[src/rtl/inst_sequencer_pkg.sv]
// Shared definitions for the instruction sequencer: instruction layout,
// opcode constants, sizing and state encoding.
package inst_sequencer_pkg;

  localparam int INST_WIDTH = 28;
  localparam int PROG_AW    = 8;
  localparam int ADDR_W     = 4 + PROG_AW;
  localparam int CNT_W      = PROG_AW + 1;

  // Instruction fields: {opcode[27:25], payload[24:0]}
  localparam int OP_MSB = 27;
  localparam int OP_LSB = 25;

  typedef logic [OP_MSB-OP_LSB:0] opcode_t;

  // Terminates a program; never handed downstream.
  localparam opcode_t END_OP = 3'b111;

  // State encoding
  localparam logic [2:0] ST_IDLE  = 3'd0;
  localparam logic [2:0] ST_FETCH = 3'd1;
  localparam logic [2:0] ST_WAIT  = 3'd2;
  localparam logic [2:0] ST_ISSUE = 3'd3;
  localparam logic [2:0] ST_DONE  = 3'd4;

  typedef enum logic [2:0] {
    S_IDLE  = ST_IDLE,
    S_FETCH = ST_FETCH,
    S_WAIT  = ST_WAIT,
    S_ISSUE = ST_ISSUE,
    S_DONE  = ST_DONE
  } state_e;

  function automatic logic is_end(input logic [INST_WIDTH-1:0] word);
    return word[OP_MSB:OP_LSB] == END_OP;
  endfunction

endpackage

[src/rtl/inst_sequencer_if.sv]
// Program-ROM read port plus downstream instruction valid/ready stream.
interface inst_sequencer_if;
  import inst_sequencer_pkg::*;

  logic                  rom_en;
  logic [ADDR_W-1:0]     rom_addr;
  logic [INST_WIDTH-1:0] rom_data;
  logic [INST_WIDTH-1:0] inst;
  logic                  inst_valid;
  logic                  inst_ready;

  // Sequencer side
  modport master (
    output rom_en, rom_addr, inst, inst_valid,
    input  rom_data, inst_ready
  );

  // ROM / downstream side
  modport slave (
    input  rom_en, rom_addr, inst, inst_valid,
    output rom_data, inst_ready
  );

endinterface

[src/rtl/inst_sequencer.sv]
// Microprogram sequencer: fetches instructions of the program selected by
// {level, mode_ctrl} from a sync-read ROM and issues them downstream over
// valid/ready until the END opcode, with abort, overflow error and count.
module inst_sequencer
  import inst_sequencer_pkg::*;
(
  input  logic              clk,
  input  logic              rstn,
  input  logic              start,
  input  logic              abort,
  input  logic [1:0]        level,
  input  logic [1:0]        mode_ctrl,
  inst_sequencer_if.master  bus,
  output logic              busy,
  output logic              done,
  output logic              error,
  output logic [CNT_W-1:0]  inst_cnt
);

  localparam logic [CNT_W-1:0] CNT_MAX = CNT_W'(1 << PROG_AW);

  state_e                state_q;
  logic [PROG_AW-1:0]    pc_q;
  logic [PROG_AW-1:0]    pc_d;
  logic [1:0]            level_q;
  logic [1:0]            mode_q;
  logic [INST_WIDTH-1:0] inst_q;
  logic                  inst_valid_q;
  logic                  rom_en_q;
  logic [ADDR_W-1:0]     rom_addr_q;
  logic                  busy_q;
  logic                  done_q;
  logic                  error_q;
  logic [CNT_W-1:0]      cnt_q;
  logic [CNT_W-1:0]      cnt_d;
  logic                  pc_last;

  // Next pc, saturating handoff count and last-slot detection
  always_comb begin
    pc_d    = pc_q + 1'b1;
    cnt_d   = (cnt_q == CNT_MAX) ? cnt_q : cnt_q + 1'b1;
    pc_last = &pc_q;
  end

  // Sequencer FSM with all outputs registered
  always_ff @(posedge clk or negedge rstn) begin
    if (!rstn) begin
      state_q      <= S_IDLE;
      pc_q         <= '0;
      level_q      <= '0;
      mode_q       <= '0;
      inst_q       <= '0;
      inst_valid_q <= 1'b0;
      rom_en_q     <= 1'b0;
      rom_addr_q   <= '0;
      busy_q       <= 1'b0;
      done_q       <= 1'b0;
      error_q      <= 1'b0;
      cnt_q        <= '0;
    end else begin
      // rom_en and done are single-cycle strobes
      rom_en_q <= 1'b0;
      done_q   <= 1'b0;
      if (abort) begin
        // Abort beats every transition; count, pc and error are kept
        state_q      <= S_IDLE;
        inst_valid_q <= 1'b0;
        busy_q       <= 1'b0;
      end else begin
        case (state_q)
          S_IDLE: begin
            if (start) begin
              level_q    <= level;
              mode_q     <= mode_ctrl;
              pc_q       <= '0;
              cnt_q      <= '0;
              error_q    <= 1'b0;
              rom_en_q   <= 1'b1;
              rom_addr_q <= {level, mode_ctrl, {PROG_AW{1'b0}}};
              busy_q     <= 1'b1;
              state_q    <= S_FETCH;
            end
          end
          S_FETCH: begin
            state_q <= S_WAIT;
          end
          S_WAIT: begin
            inst_q <= bus.rom_data;
            if (is_end(bus.rom_data)) begin
              done_q  <= 1'b1;
              state_q <= S_DONE;
            end else begin
              inst_valid_q <= 1'b1;
              state_q      <= S_ISSUE;
            end
          end
          S_ISSUE: begin
            if (bus.inst_ready) begin
              inst_valid_q <= 1'b0;
              cnt_q        <= cnt_d;
              if (pc_last) begin
                // Ran off the end of the program slot without END
                error_q <= 1'b1;
                busy_q  <= 1'b0;
                state_q <= S_IDLE;
              end else begin
                pc_q       <= pc_d;
                rom_en_q   <= 1'b1;
                rom_addr_q <= {level_q, mode_q, pc_d};
                state_q    <= S_FETCH;
              end
            end
          end
          S_DONE: begin
            busy_q  <= 1'b0;
            state_q <= S_IDLE;
          end
          default: begin
            state_q <= S_IDLE;
          end
        endcase
      end
    end
  end

  assign bus.rom_en     = rom_en_q;
  assign bus.rom_addr   = rom_addr_q;
  assign bus.inst       = inst_q;
  assign bus.inst_valid = inst_valid_q;
  assign busy           = busy_q;
  assign done           = done_q;
  assign error          = error_q;
  assign inst_cnt       = cnt_q;

endmodule
[src/flat_wrapper.sv]
// flat-port wrapper written by rule: the top's interface ports become plain ports
module inst_sequencer_flat import inst_sequencer_pkg::*;
  (clk, rstn, start, abort, level, mode_ctrl, busy, done, error, inst_cnt, bus_rom_en, bus_rom_addr, bus_inst, bus_inst_valid, bus_rom_data, bus_inst_ready);
  inst_sequencer_if bus_i ();
  input  logic clk;
  input  logic rstn;
  input  logic start;
  input  logic abort;
  input  logic [1:0] level;
  input  logic [1:0] mode_ctrl;
  output logic busy;
  output logic done;
  output logic error;
  output logic [CNT_W-1:0] inst_cnt;
  output wire logic [$bits(bus_i.rom_en)-1:0] bus_rom_en;
  output wire logic [$bits(bus_i.rom_addr)-1:0] bus_rom_addr;
  output wire logic [$bits(bus_i.inst)-1:0] bus_inst;
  output wire logic [$bits(bus_i.inst_valid)-1:0] bus_inst_valid;
  input wire logic [$bits(bus_i.rom_data)-1:0] bus_rom_data;
  input wire logic [$bits(bus_i.inst_ready)-1:0] bus_inst_ready;
  assign bus_rom_en = bus_i.rom_en;
  assign bus_rom_addr = bus_i.rom_addr;
  assign bus_inst = bus_i.inst;
  assign bus_inst_valid = bus_i.inst_valid;
  assign bus_i.rom_data = bus_rom_data;
  assign bus_i.inst_ready = bus_inst_ready;
  inst_sequencer u_core (.clk(clk), .rstn(rstn), .start(start), .abort(abort), .level(level), .mode_ctrl(mode_ctrl), .bus(bus_i), .busy(busy), .done(done), .error(error), .inst_cnt(inst_cnt));
endmodule
[config.mk]
export PLATFORM = sky130hd
export DESIGN_NAME = inst_sequencer_flat
export DESIGN_NICKNAME = d
export VERILOG_FILES = /design/src/rtl/inst_sequencer_pkg.sv /design/src/rtl/inst_sequencer_if.sv /design/src/rtl/inst_sequencer.sv /design/src/flat_wrapper.sv
export SDC_FILE = /design/constraint.sdc
export NUM_CORES = 1
export LEC_CHECK = 0
export CORE_MARGIN = 2
export CORE_UTILIZATION = 46
export CTS_BUF_LIST = sky130_fd_sc_hd__clkbuf_16
export DETAILED_ROUTE_END_ITERATION = 12
export PLACE_DENSITY = 0.84
export SLEW_MARGIN = 20
export SYNTH_ARGS = -nofsm -noshare
export SYNTH_HDL_FRONTEND = slang
export SYNTH_SLANG_ARGS = --single-unit
[constraint.sdc]
create_clock -name clk -period 2.3 [get_ports clk]
set_input_delay 0.69 -clock clk [delete_from_list [all_inputs] [get_ports clk]]
set_output_delay 0.69 -clock clk [all_outputs]
set_load 0.005 [all_outputs]
Word level (Yosys, flattened, before mapping)
Index checks and enable logic that the tools add are counted.

word-level totals
  register bits after elaboration = 69
  logic and storage cells = 82

operators by class
  add/sub/neg operators = 2
  multiplexer cells = 39
  eq/ne operators = 15
  bitwise gates (word level) = 1
  reductions and logical operators = 13

operator list
  cell                   count
  $mux W12               3
  $mux W9                3
  $mux W8                3
  $pmux W12 S2           1
  $mux W1                18
  $pmux W9 S2            1
  $pmux W8 S2            1
  $reduce_and A5 Y1      3
  $mux W3                4
  $pmux W3 S4            1
  $add A9 B1 Y9 const B  1
  $eq A9 B9 Y1 const B   1
  $ne A3 B3 Y1 const B   3
  $add A8 B1 Y8 const B  1
  $ne A2 B2 Y1 const B   4
  $reduce_and A8 Y1      1
  $eq A3 B2 Y1 const B   2
  $eq A3 B3 Y1 const B   2
  $pmux W1 S2            3
  $reduce_and A3 Y1      2
  $reduce_and A2 Y1      2
  $reduce_and A4 Y1      1
  $reduce_bool A4 Y1     1
  $eq A3 B1 Y1 const B   1
  other kinds (7)        7

Logic depth before layout (Yosys ltp)
  word-level depth = 5
  gate-level depth with buffers = 7

Worst setup path before layout
Ideal clock, no wire load.

  path type = input to register
  start = input port start
  end = register u_core.rom_addr_q[10] (netlist: u_core.bus.rom_addr[10])
  arrival = 1968 ps
  path slack = 207 ps
  buffers on the path = 1
  cell stages on the path = 5
  path through = or3b_4 -> or2_0 -> buf_2 -> a21oi_4 -> mux2_2

on the way
  cells in the longest elaborated chain, start to end = 2

ends and longest elaborated chain
  item                         RTL line               RTL
  start, declared              flat_wrapper.sv:7      input logic start;
  $ne A2 B2 Y1 (no line)       --
  $reduce_and A5 Y1 (no line)  --
  end signal, assigned         inst_sequencer.sv:79   rom_addr_q <= {level, mode_ctrl, {PROG_AW{1'b0}}};
  end signal, assigned         inst_sequencer.sv:109  rom_addr_q <= {level_q, mode_q, pc_d};
  end, declared                inst_sequencer.sv:30   logic [ADDR_W-1:0] rom_addr_q;

No other way between the ends.
A chain may end at the register's enable or synchronous reset.

Worst setup path after layout
  start = input port start
  end = register u_core.rom_addr_q[9] (netlist: u_core.bus.rom_addr[9])

Same word-level chain as after synthesis.

==> qor.json <==
{
  "start_kind": "primary input",
  "synth_edf_count": 0,
  "number_of_buffers_added_by_the_clock_tree_synthesis_step": 9,
  "worstRegToRegCells": 6,
  "die_height_um": 82.8,
  "routed_length_per_instance_um": 16.4,
  "max_slew_violation_total_from_the_final_report": 0,
  "synth_top_cell_area_share_pct": 53.5,
  "die_w_um": 82.8,
  "critPathSlowestCell": "clkdlybuf4s50_1",
  "layout.cell_area.non_filler_um2": 4270,
  "final.setup_skew_ns": 0.00286,
  "placedCellCount": 423,
  "worstPathMaxFanout": 5,
  "antenna_cells_inserted": 0,
  "cp_top_family": "simple AND/OR/NAND/NOR gates",
  "grt_overflow": 0,
  "setup_ws_ns": 0.0867,
  "row_count": 28,
  "clock_path_buffers": 2,
  "power-per-cell-area_nw_per_um2": 927,
  "run_status": "finished, final reports clean",
  "via_per_inst": 5.48,
  "synth.avg_cell_area_um2": 11.4,
  "core_area_um2": 5960,
  "groute.usage.overall_pct": 23.2,
  "path_cells": "clkdlybuf4s50_1 > or3b_4 > or2_4 > a21oi_4 > mux2_2",
  "synth.cell_area_um2": 2860,
  "clock.fmax_mhz": 452,
  "grt_antenna_before_repair": 0,
  "dr.pass1.iters": 4,
  "maximum_number_of_pins_on_one_net_before_global_route_repair": 62,
  "synth_async_sr_flop_share_pct": 100,
  "clk_pin_slew_worst_paths_ns": 0.05,
  "synth-main-ff-cell": "dfrtp_1",
  "seq_area_frac_synth_pct": 53.5,
  "drtIter0Drc": 114,
  "tns_ns": 0,
  "layout-area-overhead-vs-synth_pct": 49.5,
  "worst_skew_pair.late_latency_ns": 0.32,
  "post_cts_hold_buffer_count": 0,
  "startpoint_of_the_most_critical_register_to_register_path": "u_core.inst_cnt[0]",
  "worst_ir_drop_vdd_mv": 0.726,
  "signal_arrival_time_at_the_worst_endpoint_ns": 2.42,
  "buffer_type_at_the_clock_tree_root": "clkbuf_16",
  "via_count": 2405,
  "yosys_warnings": 0,
  "tightestPinTransition_ns": 0.367,
  "floorplan.initialDensity_pct": 47.9,
  "fin_worst_hold_slack_ns": 0.367,
  "setup_viol": 0,
  "totalWireLength_um": 7210,
  "crit_path_kind": "primary input to flop",
  "cpPeakStageDelay_ns": 0.48,
  "worstHoldPathType": "primary input to async pin",
  "timing.max_slew.rel_slack_pct": 75.5,
  "unrepaired_setup_endpoints_after_global_routing": "no",
  "time_the_final_worst_path_needs_with_i_o_delays_and_setup_ns": 2.21,
  "drc": 0,
  "yosysMostFrequentCell": "dfrtp_1",
  "crit-reg2reg-capture": "u_core.inst_cnt[3]",
  "ff2ff_setup_slack_ns": 0.45,
  "place.gp.congestion": 0.802,
  "dp_hpwl_um": 5060,
  "end_kind": "flop",
  "synthCells": 251,
  "synthDominantAreaCellType": "dfrtp_1",
  "hold_viol_final": 0,
  "cp_data_required_time_ns": 2.51,
  "top_level_ports": 91,
  "placement.cell_area_um2": 3960,
  "register_bit_total_from_synthesis": 61,
  "p_leak_uw": 0.00178,
  "final_cells": 439,
  "global_route_wire_length_before_repair_um": 11800,
  "synth.cells.most_frequent": "61 x dfrtp_1, 36 x mux2_2, 27 x nand2_1",
  "buffers_on_ports": 90,
  "crit_path_launch": "start",
  "clock_tree_from_tritoncts": "yes",
  "yosys.cell_types.count": 46,
  "number_of_global_route_vias_before_repair": 2532,
  "ctsHtreeMaxLevel": 3,
  "drive_gt1_share_pct": 21.4,
  "floorplan.die_area_um2": 6850,
  "post_synth_main_area_contributors": "dfrtp_1 53%, mux2_2 14%, nand2_1 3.5%, o31ai_1 1.8%, nand3_1 1.8%",
  "num-nets-final": 399,
  "postCtsSetupBuffers": 0,
  "dp_worst_setup_slack_ns": -0.248,
  "numClockSinks": 61,
  "period_share_pct": 96.2,
  "maxCapViolCount": 0,
  "drt.antenna.violating_nets": 0,
  "syn_nets": 291,
  "worst-path-buf-inv": 1
}
## flip-flops by register name, indices dropped and copies added (netlist names)
register and count:
u_core.bus.inst 28, u_core.state_q 3, u_core.mode_q 2, u_core.bus.rom_addr 12, u_core.bus.rom_en 1, u_core.inst_cnt 9
u_core.error 1, u_core.done 1, u_core.bus.inst_valid 1, u_core.level_q 2, u_core.busy 1
## cell usage in the layout, fill, tap and decap left out, types with 3 or more instances in the layout
cell type	count
mux2_2	36
or2_2	3
o22ai_1	6
o21ai_0	7
dfrtp_1	61
clkdlybuf4s50_1	89
and3_1	4
clkbuf_16	9
nand4_1	4
a21oi_1	7
buf_4	16
nand2_1	27
inv_1	12
ha_1	3
nor2_1	5
nand3_1	10
a211oi_1	5
nor4_1	3
o31ai_1	6
and2_1	3
## layer usage
metal	up-vias	GRT usage, %	share of wire (%)
li1	1134	-	-
met1	1180	26.8	41
met2	84	37.9	49
met3	7	10.7	9.7
met4	0	8.69	0.90
met5	-	0	0
## cell type report
cell class	count	area, um2
Fill cell	441	1690
Tap cell	75	93.8
Timing Repair Buffer	108	1060
Multi-Input combinational cell	168	1240
Clock inverter	7	81.3
Sequential cell	61	1530
Clock buffer	9	225
Inverter	11	41.3
## kinds of logic after synthesis
group | Yosys count | share of synthesized area (%)
compound gates | 47 | 11.5
xor+xnor | 2 | 0.614
fa+ha+maj | 3 | 1.31
buf+inv | 22 | 3.20
flops | 61 | 53.5
mux | 38 | 14.9
simple gates | 78 | 15.0
## worst max path at each step
stage / end / cells after the start
after detailed placement: u_core.bus.rom_addr[8] / 5
after global placement: u_core.bus.rom_addr[11] / 5
after CTS: u_core.bus.rom_addr[9] / 5
after floorplan: u_core.bus.rom_addr[10] / 5
after global routing: u_core.bus.rom_addr[8] / 5
final: u_core.bus.rom_addr[9] / 5
## report_power, final
part	switching (uW)	internal, uW
sequential	156	1350
combinational	329	732
clock	459	932
total	944	3010
## per-stage QoR
| stage | power [uW] | utilization, % |
|---|---|---|
| global placement | 2540 | 66.4 |
| floorplan | 1860 | - |
| global route | 4150 | 71.7 |
| detailed placement | 2580 | 66.4 |
| CTS | 3990 | 71.6 |
| finish | 3960 | 71.7 |
## repair_timing
item | 4_1_cts | 5_1_grt
setup endpoints to repair | 0 | 2
gates resized for setup | 0 | 3
hold endpoints to repair | 0 | 0
No activity file was read; power rests on OpenSTA's default activity.
